===== src/rtl/mul_iter.sv =====
// Multi-cycle sign/magnitude multiplier with valid/ready handshakes.
// Retires bits_per_cycle multiplier bits per CALC cycle; supports MUL/MULH/MULHSU/MULHU.
module mul_iter #(
    parameter int nbits          = 32,
    parameter int bits_per_cycle = 1
) (
    input  logic             clk,
    input  logic             rst,
    input  logic             istream_val,
    output logic             istream_rdy,
    input  logic [nbits-1:0] istream_a,
    input  logic [nbits-1:0] istream_b,
    input  logic [1:0]       istream_mode,
    output logic             ostream_val,
    input  logic             ostream_rdy,
    output logic [nbits-1:0] ostream_result
);

    localparam int n_steps = nbits / bits_per_cycle;
    localparam int cnt_w   = (n_steps > 1) ? $clog2(n_steps) : 1;
    localparam logic [cnt_w-1:0] last_step = cnt_w'(n_steps - 1);

    generate
        if (nbits < 2 || bits_per_cycle < 1 || (nbits % bits_per_cycle) != 0) begin : g_bad_params
            $error("mul_iter: nbits must be >= 2 and divisible by bits_per_cycle");
        end
    endgenerate

    typedef enum logic [1:0] {IDLE, CALC, DONE} state_t;

    state_t               state;
    state_t               state_next;
    logic [cnt_w-1:0]     counter;
    logic [2*nbits-1:0]   acc;
    logic [2*nbits-1:0]   mcand;
    logic [nbits-1:0]     mplier;
    logic                 neg;
    logic [1:0]           mode;

    // Operands are reduced to magnitudes; the sign is reapplied to the full product.
    logic             a_signed;
    logic             b_signed;
    logic             a_neg;
    logic             b_neg;
    logic [nbits-1:0] a_mag;
    logic [nbits-1:0] b_mag;

    assign a_signed = (istream_mode != 2'b11);
    assign b_signed = ~istream_mode[1];
    assign a_neg    = a_signed & istream_a[nbits-1];
    assign b_neg    = b_signed & istream_b[nbits-1];
    assign a_mag    = a_neg ? -istream_a : istream_a;
    assign b_mag    = b_neg ? -istream_b : istream_b;

    logic [bits_per_cycle-1:0] digit;
    logic [2*nbits-1:0]        partial;
    logic [2*nbits-1:0]        acc_sum;
    logic [2*nbits-1:0]        product;

    // mcand is pre-shifted each step, so it already carries the counter*bits_per_cycle weight.
    assign digit   = mplier[bits_per_cycle-1:0];
    assign partial = mcand * (2*nbits)'(digit);
    assign acc_sum = acc + partial;
    assign product = neg ? -acc_sum : acc_sum;

    always_ff @(posedge clk) begin
        if (rst) begin
            state <= IDLE;
        end else begin
            state <= state_next;
        end
    end

    always_comb begin
        state_next  = state;
        istream_rdy = 1'b0;
        ostream_val = 1'b0;
        if (!rst) begin
            case (state)
                IDLE: begin
                    istream_rdy = 1'b1;
                    if (istream_val) state_next = CALC;
                end
                CALC: begin
                    if (counter == last_step) state_next = DONE;
                end
                DONE: begin
                    ostream_val = 1'b1;
                    if (ostream_rdy) state_next = IDLE;
                end
                default: state_next = IDLE;
            endcase
        end
    end

    always_ff @(posedge clk) begin
        if (rst) begin
            counter        <= '0;
            acc            <= '0;
            mcand          <= '0;
            mplier         <= '0;
            neg            <= 1'b0;
            mode           <= 2'b00;
            ostream_result <= '0;
        end else begin
            case (state)
                IDLE: begin
                    if (istream_val) begin
                        mcand   <= {{nbits{1'b0}}, a_mag};
                        mplier  <= b_mag;
                        neg     <= a_neg ^ b_neg;
                        mode    <= istream_mode;
                        acc     <= '0;
                        counter <= '0;
                    end
                end
                CALC: begin
                    acc     <= acc_sum;
                    mcand   <= mcand << bits_per_cycle;
                    mplier  <= mplier >> bits_per_cycle;
                    counter <= counter + cnt_w'(1);
                    if (counter == last_step) begin
                        ostream_result <= (mode == 2'b00) ? product[nbits-1:0]
                                                          : product[2*nbits-1:nbits];
                    end
                end
                default: ;
            endcase
        end
    end

endmodule


===== config.mk =====
export PLATFORM = sky130hd
export DESIGN_NAME = mul_iter
export DESIGN_NICKNAME = d
export VERILOG_FILES = /design/src/rtl/mul_iter.sv
export SDC_FILE = /design/constraint.sdc
export NUM_CORES = 1
export LEC_CHECK = 0
export CAP_MARGIN = 40
export CELL_PAD_IN_SITES_DETAIL_PLACEMENT = 0
export CELL_PAD_IN_SITES_GLOBAL_PLACEMENT = 1
export CORE_MARGIN = 2
export CORE_UTILIZATION = 45
export DETAILED_ROUTE_END_ITERATION = 8
export PLACE_DENSITY = 0.89
export SLEW_MARGIN = 20
export SYNTH_ARGS = -nofsm -noshare
export SYNTH_HDL_FRONTEND = slang
export SYNTH_SLANG_ARGS = --single-unit

===== constraint.sdc =====
create_clock -name clk -period 4.96 [get_ports clk]
set_input_delay 0.992 -clock clk [delete_from_list [all_inputs] [get_ports clk]]
set_output_delay 0.992 -clock clk [all_outputs]
set_load 0.005 [all_outputs]

# After elaboration in Yosys (flattened, before gate mapping)
# Cells that the tools add are included.
dict set report word_totals {
  input_bits 70
  out_inout_bits 34
  register_bits 202
  word_cells 52
}
dict set report op_classes {
  n_addsub 5
  mul 1
  reduce_logical 7
  bitwise 4
  n_eq_ne 7
  muxes 20
}
# operator n
set op_table {}
lappend op_table {{$pmux 64 s2} 2}
lappend op_table {{$mux 64} 3}
lappend op_table {{$mux 32} 4}
lappend op_table {{$add 64x64->64} 1}
lappend op_table {{$mul 64x1->64} 1}
lappend op_table {{$neg 32->32} 2}
lappend op_table {{$neg 64->64} 1}
lappend op_table {{$pmux 32 s2} 1}
lappend op_table {{$pmux 5 s2} 1}
lappend op_table {{$ne 2x2->1 const B} 4}
lappend op_table {{$mux 2} 3}
lappend op_table {{$pmux 2 s3} 1}
lappend op_table {{$reduce_and 2->1} 3}
lappend op_table {{$add 5x1->5 const B} 1}
lappend op_table {{$eq 5x5->1 const B} 1}
lappend op_table {{$mux 5} 1}
lappend op_table {{$logic_not 2->1} 2}
lappend op_table {{$mux 1} 4}
lappend op_table {{$reduce_and 3->1} 1}
lappend op_table {{$and 1x1->1} 2}
lappend op_table {{$eq 2x1->1 const B} 1}
lappend op_table {{$eq 2x2->1 const B} 1}
lappend op_table {{$reduce_bool 2->1} 1}
lappend op_table {{$not 1->1} 1}
lappend op_table {{$xor 1x1->1} 1}

# Longest topological paths before layout
# Gate-level depths: netlist (run 1).
dict set report depth {
  ltp_word 5
  depth_mapped 19
  depth_no_buf 16
}

# Worst setup path before layout (run 1)
# No wires, ideal clock.
dict set report synth_timing {
  kind {reg-to-reg}
  start {register mplier[0]}
  end {register ostream_result[31]}
  n_path_buf 2
  setup_ns 0.117
  path_slack_ns 0.423
  required_ns 4.843
  synth_period_minus_slack_ns 4.537
  stages_incl_launch_ff 19
  arrival_ns 4.420
  path_cell_list {dfxtp_1 clkbuf_1 clkbuf_1 and2_1 ha_1 inv_1 fa_1 and2b_1 o221a_4 o21ai_4 o31ai_2 a31oi_1 o31ai_1 o211a_1 nand4_1 nor3_1 or4b_1 mux2i_1 a32o_1}
}
dict set report synth_via {
  elab_chain_cells 5
}
# item line
set synth_lines {}
lappend synth_lines {{from (decl)} 36} ;# logic [nbits-1:0] mplier;
lappend synth_lines {{from (signal assigned)} 110} ;# mplier <= b_mag;
lappend synth_lines {{from (signal assigned)} 120} ;# mplier <= mplier >> bits_per_cycle;
lappend synth_lines {{$mul 64x1->64 (*)} 62} ;# assign partial = mcand * (2*nbits)'(digit);
lappend synth_lines {{$add 64x64->64 (*)} 63} ;# assign acc_sum = acc + partial;
lappend synth_lines {{$neg 64->64} 64} ;# assign product = neg ? -acc_sum : acc_sum;
lappend synth_lines {{$mux 64 (*)} 64}
lappend synth_lines {{$mux 32 (*)} 123} ;# ostream_result <= (mode == 2'b00) ? product[nbits-1:0]
lappend synth_lines {{to (signal assigned)} 123}
lappend synth_lines {{to (decl)} 16} ;# output logic [nbits-1:0] ostream_result
# Mark *: on every way between the ends. The rest lies on a longest branch, timed or not.
# A chain may end at the register's enable or synchronous reset.

# Worst setup path after layout (run 1)
# Same ends and word-level chain as after synthesis.

==> results of run 1 <==
## where the power goes
part | total [mW] | switching [mW] | internal, mW
logic | 0.959 | 0.591 | 0.368
registers | 1.71 | 0.0364 | 1.67
clock network | 1.82 | 0.751 | 1.07
total | 4.49 | 1.38 | 3.11
## logic make-up (layout without fill, tap and decap cells)
family,after synthesis,after routing,synth area share [%]
AOI/OAI and AO/OA,761,761,30.2
buffers and inverters,182,287,4.22
muxes,25,25,1.55
and+or+nand+nor,1016,1016,29.6
xor gates and xnor gates,99,99,5.20
adders and majority gates,69,69,5.18
DFF,202,202,24.0
## stage by stage
step                hold WS [ns]  setup slack [ns]
global route               0.478           0.00498
floorplan                  0.432             0.423
finish                     0.452             0.154
detailed placement         0.442             0.173
CTS                        0.449             0.104
global placement           0.442             0.156
## critical path: cells and delay by family (launching register included)
kind                     cells  cell delay [ns]
AND/OR/NAND/NOR              8             2.46
AO/OA/AOI/OAI                3             0.67
adder cells (fa/ha/maj)      1             0.54
buffers and inverters        3             0.51
flip-flops                   1             0.34
multiplexers                 1             0.15
## final cells by class
class	instances	area (um^2)	share of cell area [%]
multi-input cells	1970	12200	61.9
flip-flops and latches	202	4050	20.5
repair buffers	219	1980	10.1
clock buffers	33	686	3.48
well taps	468	586	2.97
clock inverters	10	108	0.546
inverters	25	93.8	0.476
## cells in the final DEF (no fill, tap or decap), types with 12 or more instances in the layout
cell type	count
nand2_1	321
a21oi_1	259
nor2_1	211
dfxtp_1	201
nand3_1	122
buf_4	110
clkdlybuf4s50_1	102
and2_1	99
o21ai_0	91
a22oi_1	68
ha_1	68
xnor2_1	63
nor3_1	58
nand4_1	49
a21o_1	40
xor2_1	35
or3_1	30
a211oi_1	29
a31oi_1	28
inv_1	25
clkbuf_16	25
o21ai_1	21
o211ai_1	20
nor4_1	20
o21a_1	18
o31ai_1	17
mux2i_1	15
a211o_1	14
a221oi_1	12
a32o_1	12
o41ai_1	12
## state kept, by name, indices dropped and copies added, names as in the netlist
| name | flops |
|---|---|
| acc | 64 |
| counter | 5 |
| mcand | 64 |
| mode | 2 |
| mplier | 32 |
| neg | 1 |
| ostream_result | 32 |
| state | 2 |
## worst paths after layout
kind / end / slack (ns) / cells past startpoint
hold / removal: mplier[2]$_SDFFE_PP0P_ / 0.45 / 2
setup / recovery: ostream_result[31]$_SDFFE_PP0P_ / 0.15 / 16
setup reg to reg: ostream_result[31]$_SDFFE_PP0P_ / 0.15 / 16
hold reg to reg: mplier[2]$_SDFFE_PP0P_ / 0.45 / 2
## metal layers
metal / GRT usage, % / vias up / routed length [um]
met2: 53.5 / 800 / 29100
met1: 43.2 / 8824 / 28200
met4: 13.3 / 0 / 2860
met5: 0 / - / 0
li1: - / 8846 / -
met3: 4.34 / 174 / 4530
## timing repair
| action | in CTS | in global routing |
|---|---|---|
| gates resized for setup | 0 | 21 |
| buffers inserted | 0 | 3 |
| setup endpoints to repair | 0 | 13 |
==> flow_summary_export.csv, run 1 <==
group,metric,value,unit
detailed_routing,drtAntennaViolNets,0,
worst_hold_path,min_from,"mplier[3]$_SDFFE_PP0P_",
setup_path,critPathRequiredTime,5.39,ns
grt,track_usage,32.6,%
grt,grt_pass1_vias,17705,
final_layout,synthToLayoutAreaGrowth,17.1,%
logic_synthesis,synth_top_area_cell,"dfxtp_1",
logic_synthesis,synthCells,2354,
floorplanning,die_w,197,um
sta,min_period,4.81,ns
floorplanning,core-area,36700,um^2
setup_path,crit_start,"mplier[0]$_SDFFE_PP0P_",
pwr,ir_worst_vdd,0.157,mV
setup_path,path_cells,"buf_12 > and2_1 > ha_1 > nand2_1 > or3_1 > a31oi_2 > and4_1 > a211oi_1 > buf_4 > nor3_1 > nand4_1 > nor3_1 > buf_4 > or4b_1 > mux2i_1 > a32o_1",
logic_synthesis,ys_top_cells_by_area,"dfxtp_1 (24%), a21oi_1 (7.8%), nand2_1 (7.2%)",
place,port_buffers,103,
floorplanning,die_area,38900,um^2
detailed_routing,postRouteWirelength,64600,um
clock_network,cts.sinks,202,
sta,setup_viol,0,
final_layout,diodes,0,
sta,drv_slew,0,
place,gp_congestion,0.987,
logic_synthesis,synth.most_common_cell,"nand2_1",
detailed_routing,via_per_inst,6.37,
worst_hold_path,hp-class,"reg2reg",
pwr,p_leak,7.45,nW
sta,tightest_slew,0.869,ns
grt,antenna_found_initial,0,
run_status,status,"complete, no violations",
sta,tns,0,ns
logic_synthesis,syn_nets,2493,
logic_synthesis,avgSynthCellArea,7.15,um^2
detailed_routing,route.detailed.drc,0,
grt,grt_max_degree,152,
detailed_routing,drt_iter0_drc,1562,
setup_path,slowest_stage,"ha_1",
clock_network,h-tree-depth,1,
floorplanning,initial_core_util,45.8,%
clock_network,clk-insertion-delay-late,0.57,ns
setup_path,critPathMaxStageDelay,0.54,ns
logic_synthesis,synth-seq-cells,202,
setup_path,cp.arrival,5.23,ns
logic_synthesis,async_reset_ff_share,0,%
sta,hold_violations,0,
final_layout,fin_util,53.7,%
detailed_routing,avgRoutedWirePerCell,22.1,um
detailed_routing,via_count,18644,
clock_network,cts-buffers-inserted,24,
final_layout,layout.cells.non_filler,2927,
logic_synthesis,yosysUniqueCellTypes,103,
floorplanning,pin_count,104,
detailed_routing,first_pass_iters,5,
logic_synthesis,yosysTopAreaCellShare,24.0,%
place,placed_cell_area,18700,um^2
grt,grt_overflow_total,0,
place,hpwl,49400,um
clock_network,cts_buffer_depth,3,
sta,rsz0062_at_grt,"false",
setup_path,cp-start-kind,"flop",
setup_path,worst-setup-path-type,"reg2reg",
setup_path,path_max_fanout,35,
final_layout,layout-drive-gt1-share,9.72,%
logic_synthesis,ys.flop_type,"dfxtp_1",
clock_network,cts_tree,"done",
sta,maxClockFrequency,208,MHz
logic_synthesis,yosys-top-cells-count,"nand2_1 (322), a21oi_1 (263), nor2_1 (214)",
place,dp.cells,2878,
floorplanning,rows,70,
sta,slew-limit-headroom,42.1,%
clock_network,ctsHoldBuffers,0,
sta,skew,0.0390,ns
pwr,p_per_area,228,nW/um^2
final_layout,stdcell_area,19700,um^2
clock_network,clock-root-buffer,"clkbuf_16",
job,maxCapViolCount,0,
setup_path,reg2reg_from,"mplier[0]$_SDFFE_PP0P_",
logic_synthesis,synth_edf_count,0,
pwr,total_power,4.49,mW
floorplanning,die_y,197,um
final_layout,fin_nets,2581,
logic_synthesis,ys_seq_area_share,24.0,%
setup_path,cp-end-kind,"flop",
grt,grt_pass1_wl,100000,um
sta,fin_crit_sh,96.9,%
logic_synthesis,ys_warn_count,0,
clock_network,path_clk_slew,0.06,ns
final_layout,fillers,3636,
logic_synthesis,syn-cell-area,16800,um^2
Power figures use the tool's default switching activity.
==> run 2: changes to the inputs <==
--- a/config.mk
+++ b/config.mk
@@ -10,6 +10,7 @@
 export CELL_PAD_IN_SITES_GLOBAL_PLACEMENT = 1
 export CORE_MARGIN = 2
 export CORE_UTILIZATION = 45
+export CTS_CLUSTER_SIZE = 25
 export DETAILED_ROUTE_END_ITERATION = 8
 export PLACE_DENSITY = 0.89
 export SLEW_MARGIN = 20
==> results of run 2 <==
No change in the layout: final DEF, timing and power equal those of run 1.
==> run 3: changes to the inputs <==
--- a/config.mk
+++ b/config.mk
@@ -12,7 +12,7 @@
 export CORE_UTILIZATION = 45
 export CTS_CLUSTER_SIZE = 25
 export DETAILED_ROUTE_END_ITERATION = 8
-export PLACE_DENSITY = 0.89
+export PLACE_DENSITY = 0.79
 export SLEW_MARGIN = 20
 export SYNTH_ARGS = -nofsm -noshare
 export SYNTH_HDL_FRONTEND = slang
==> run 3 against run 2 <==
Net effect: non-clock buffer count is 4 lower; clock power is 6% higher; critical path depth is 1 lower; routed wire length is 0.69% lower; utilization is 0.099 points higher; power is 2.6% higher; sequential share of layout area hardly changed; worst setup slack worse by 0.012 ns; global-route usage is 0.072 points lower; flip-flop and latch count stayed put; sequential power hardly changed; via count is 1.2% lower; largest power group unchanged.
==> flow_summary_export.csv, run 3 (synthesized netlist as in run 1, its figures left out) <==
group,metric,value,unit
worst_hold_path,min_from,"ostream_result[4]$_SDFFE_PP0P_",
detailed_routing,drtAntennaViolNets,0,
setup_path,worst-setup-path-type,"reg2reg",
floorplanning,die_y,197,um
sta,rsz0062_at_grt,"false",
final_layout,final_common_cell,"nand2_1",
sta,tightest_slew,0.868,ns
floorplanning,rows,70,
setup_path,cp-end-kind,"flop",
clock_network,cts-buffers-inserted,25,
sta,hold_violations,0,
place,place_ws,0.119,ns
place,port_buffers,103,
place,hpwl,50000,um
sta,setup_viol,0,
grt,grt_pass1_wl,99900,um
pwr,ir_worst_vdd,0.212,mV
setup_path,critPathMaxStageDelay,0.52,ns
sta,drv_slew,0,
setup_path,crit_start,"mplier[0]$_SDFFE_PP0P_",
final_layout,fillers,3715,
run_status,status,"complete, no violations",
clock_network,ctsHoldBuffers,0,
final_layout,fin_util,53.8,%
sta,maxClockFrequency,208,MHz
detailed_routing,drt_iter0_drc,1525,
final_layout,mostFrequentLayoutCells,"nand2_1 (321), a21oi_1 (258), nor2_1 (209)",
floorplanning,core-area,36700,um^2
clock_network,h-tree-depth,1,
floorplanning,initial_core_util,45.8,%
pwr,p_leak,7.44,nW
job,maxCapViolCount,0,
worst_hold_path,hp-class,"reg2reg",
setup_path,cp-start-kind,"flop",
sta,holdWs,0.451,ns
setup_path,crit_buf_inv,1,
clock_network,cts_buffer_depth,3,
grt,grt_overflow_total,0,
final_layout,diodes,0,
floorplanning,die_area,38900,um^2
sta,slew-limit-headroom,41.8,%
detailed_routing,avgRoutedWirePerCell,21.9,um
setup_path,path_max_fanout,36,
clock_network,cts_tree,"done",
setup_path,reg2reg_from,"mplier[0]$_SDFFE_PP0P_",
detailed_routing,route.detailed.drc,0,
final_layout,top_regs,"acc (64), mcand (64)",
detailed_routing,via_count,18414,
detailed_routing,first_pass_iters,7,
grt,track_usage,32.5,%
setup_path,cp.arrival,5.27,ns
setup_path,path_cells,"buf_12 > and2_1 > ha_1 > a21oi_1 > o21ai_0 > a22oi_1 > a211oi_2 > o311a_1 > or3_1 > a21oi_2 > nand4_1 > or2_1 > or4b_1 > mux2i_1 > a32o_1",
clock_network,path_clk_slew,0.06,ns
grt,antenna_found_initial,0,
clock_network,cts.sinks,202,
detailed_routing,postRouteWirelength,64200,um
place,dp.cells,2876,
grt,grt_max_degree,77,
sta,tns,0,ns
setup_path,critPathRequiredTime,5.41,ns
pwr,total_power,4.60,mW
clock_network,clk-insertion-delay-late,0.56,ns
place,gp_congestion,0.986,
pwr,p_per_area,233,nW/um^2
setup_path,slowest_stage,"or4b_1",
detailed_routing,via_per_inst,6.30,
sta,fin_crit_sh,97.1,%
sta,min_period,4.82,ns
final_layout,layout-drive-gt1-share,9.77,%
place,placed_cell_area,18800,um^2
setup_path,cp_top_family,"compound AO/OA/AOI/OAI gates",
grt,grt_pass1_vias,17297,
sta,fin_ws,0.142,ns
clock_network,clock-root-buffer,"clkbuf_16",
final_layout,stdcell_area,19700,um^2
floorplanning,die_w,197,um
floorplanning,pin_count,104,
final_layout,synthToLayoutAreaGrowth,17.3,%
final_layout,layout.cells.non_filler,2925,
sta,skew,0.0176,ns
final_layout,fin_nets,2578,
[run 3: cell count changes in the layout (fill, tap and decap cells not counted), sizes merged]
| cell | before | now |
|---|---|---|
| buf | 117 | 112 |
| bufinv | 2 | 3 |
| clkinv | 5 | 6 |
| clkinvlp | 3 | 2 |
| inv | 25 | 27 |
[run 3: tightest hold or removal path: cells and delay by family, from the launching register on]
kind	cells	cell delay, ns
and+or+nand+nor	2	0.09
DFF	1	0.31
[run 3: worst paths after layout]
check | endpoint | slack [ns] | cells after the start
max | ostream_result[31]$_SDFFE_PP0P_ | 0.14 | 15
min | ostream_result[4]$_SDFFE_PP0P_ | 0.45 | 2
max reg2reg | ostream_result[31]$_SDFFE_PP0P_ | 0.14 | 15
min reg2reg | ostream_result[4]$_SDFFE_PP0P_ | 0.45 | 2
[run 3: power breakdown]
group          switching, mW  leakage (nW)  internal (mW)
Sequential            0.0391          1.64           1.67
Clock                  0.787         0.416           1.14
Combinational          0.587          5.38          0.374
[run 3: repair_timing]
action                                 in CTS  in global routing
gates resized for setup                     0                 21
endpoints found under the hold margin       0                  0
setup buffers                               0                  3
setup endpoints to repair                   0                 10
[run 3: area by class of cell]
type                    instances  area, um^2  share of cell area (%)
clock buffers                  32         692                    3.51
flip-flops and latches        202        4050                    20.5
multi-input cells            1970       12200                    61.8
clock inverters                13         160                   0.811
inverters                      25        93.8                   0.475
well taps                     468         586                    2.97
repair buffers                215        1970                    9.96
[run 3: metal layers]
layer	vias up	share of wire, %	GRT usage (%)
met1	8725	45	44.1
met3	141	6.5	4.17
met5	-	0	0
met4	0	4.5	13.0
li1	8864	-	-
met2	684	44	52.4
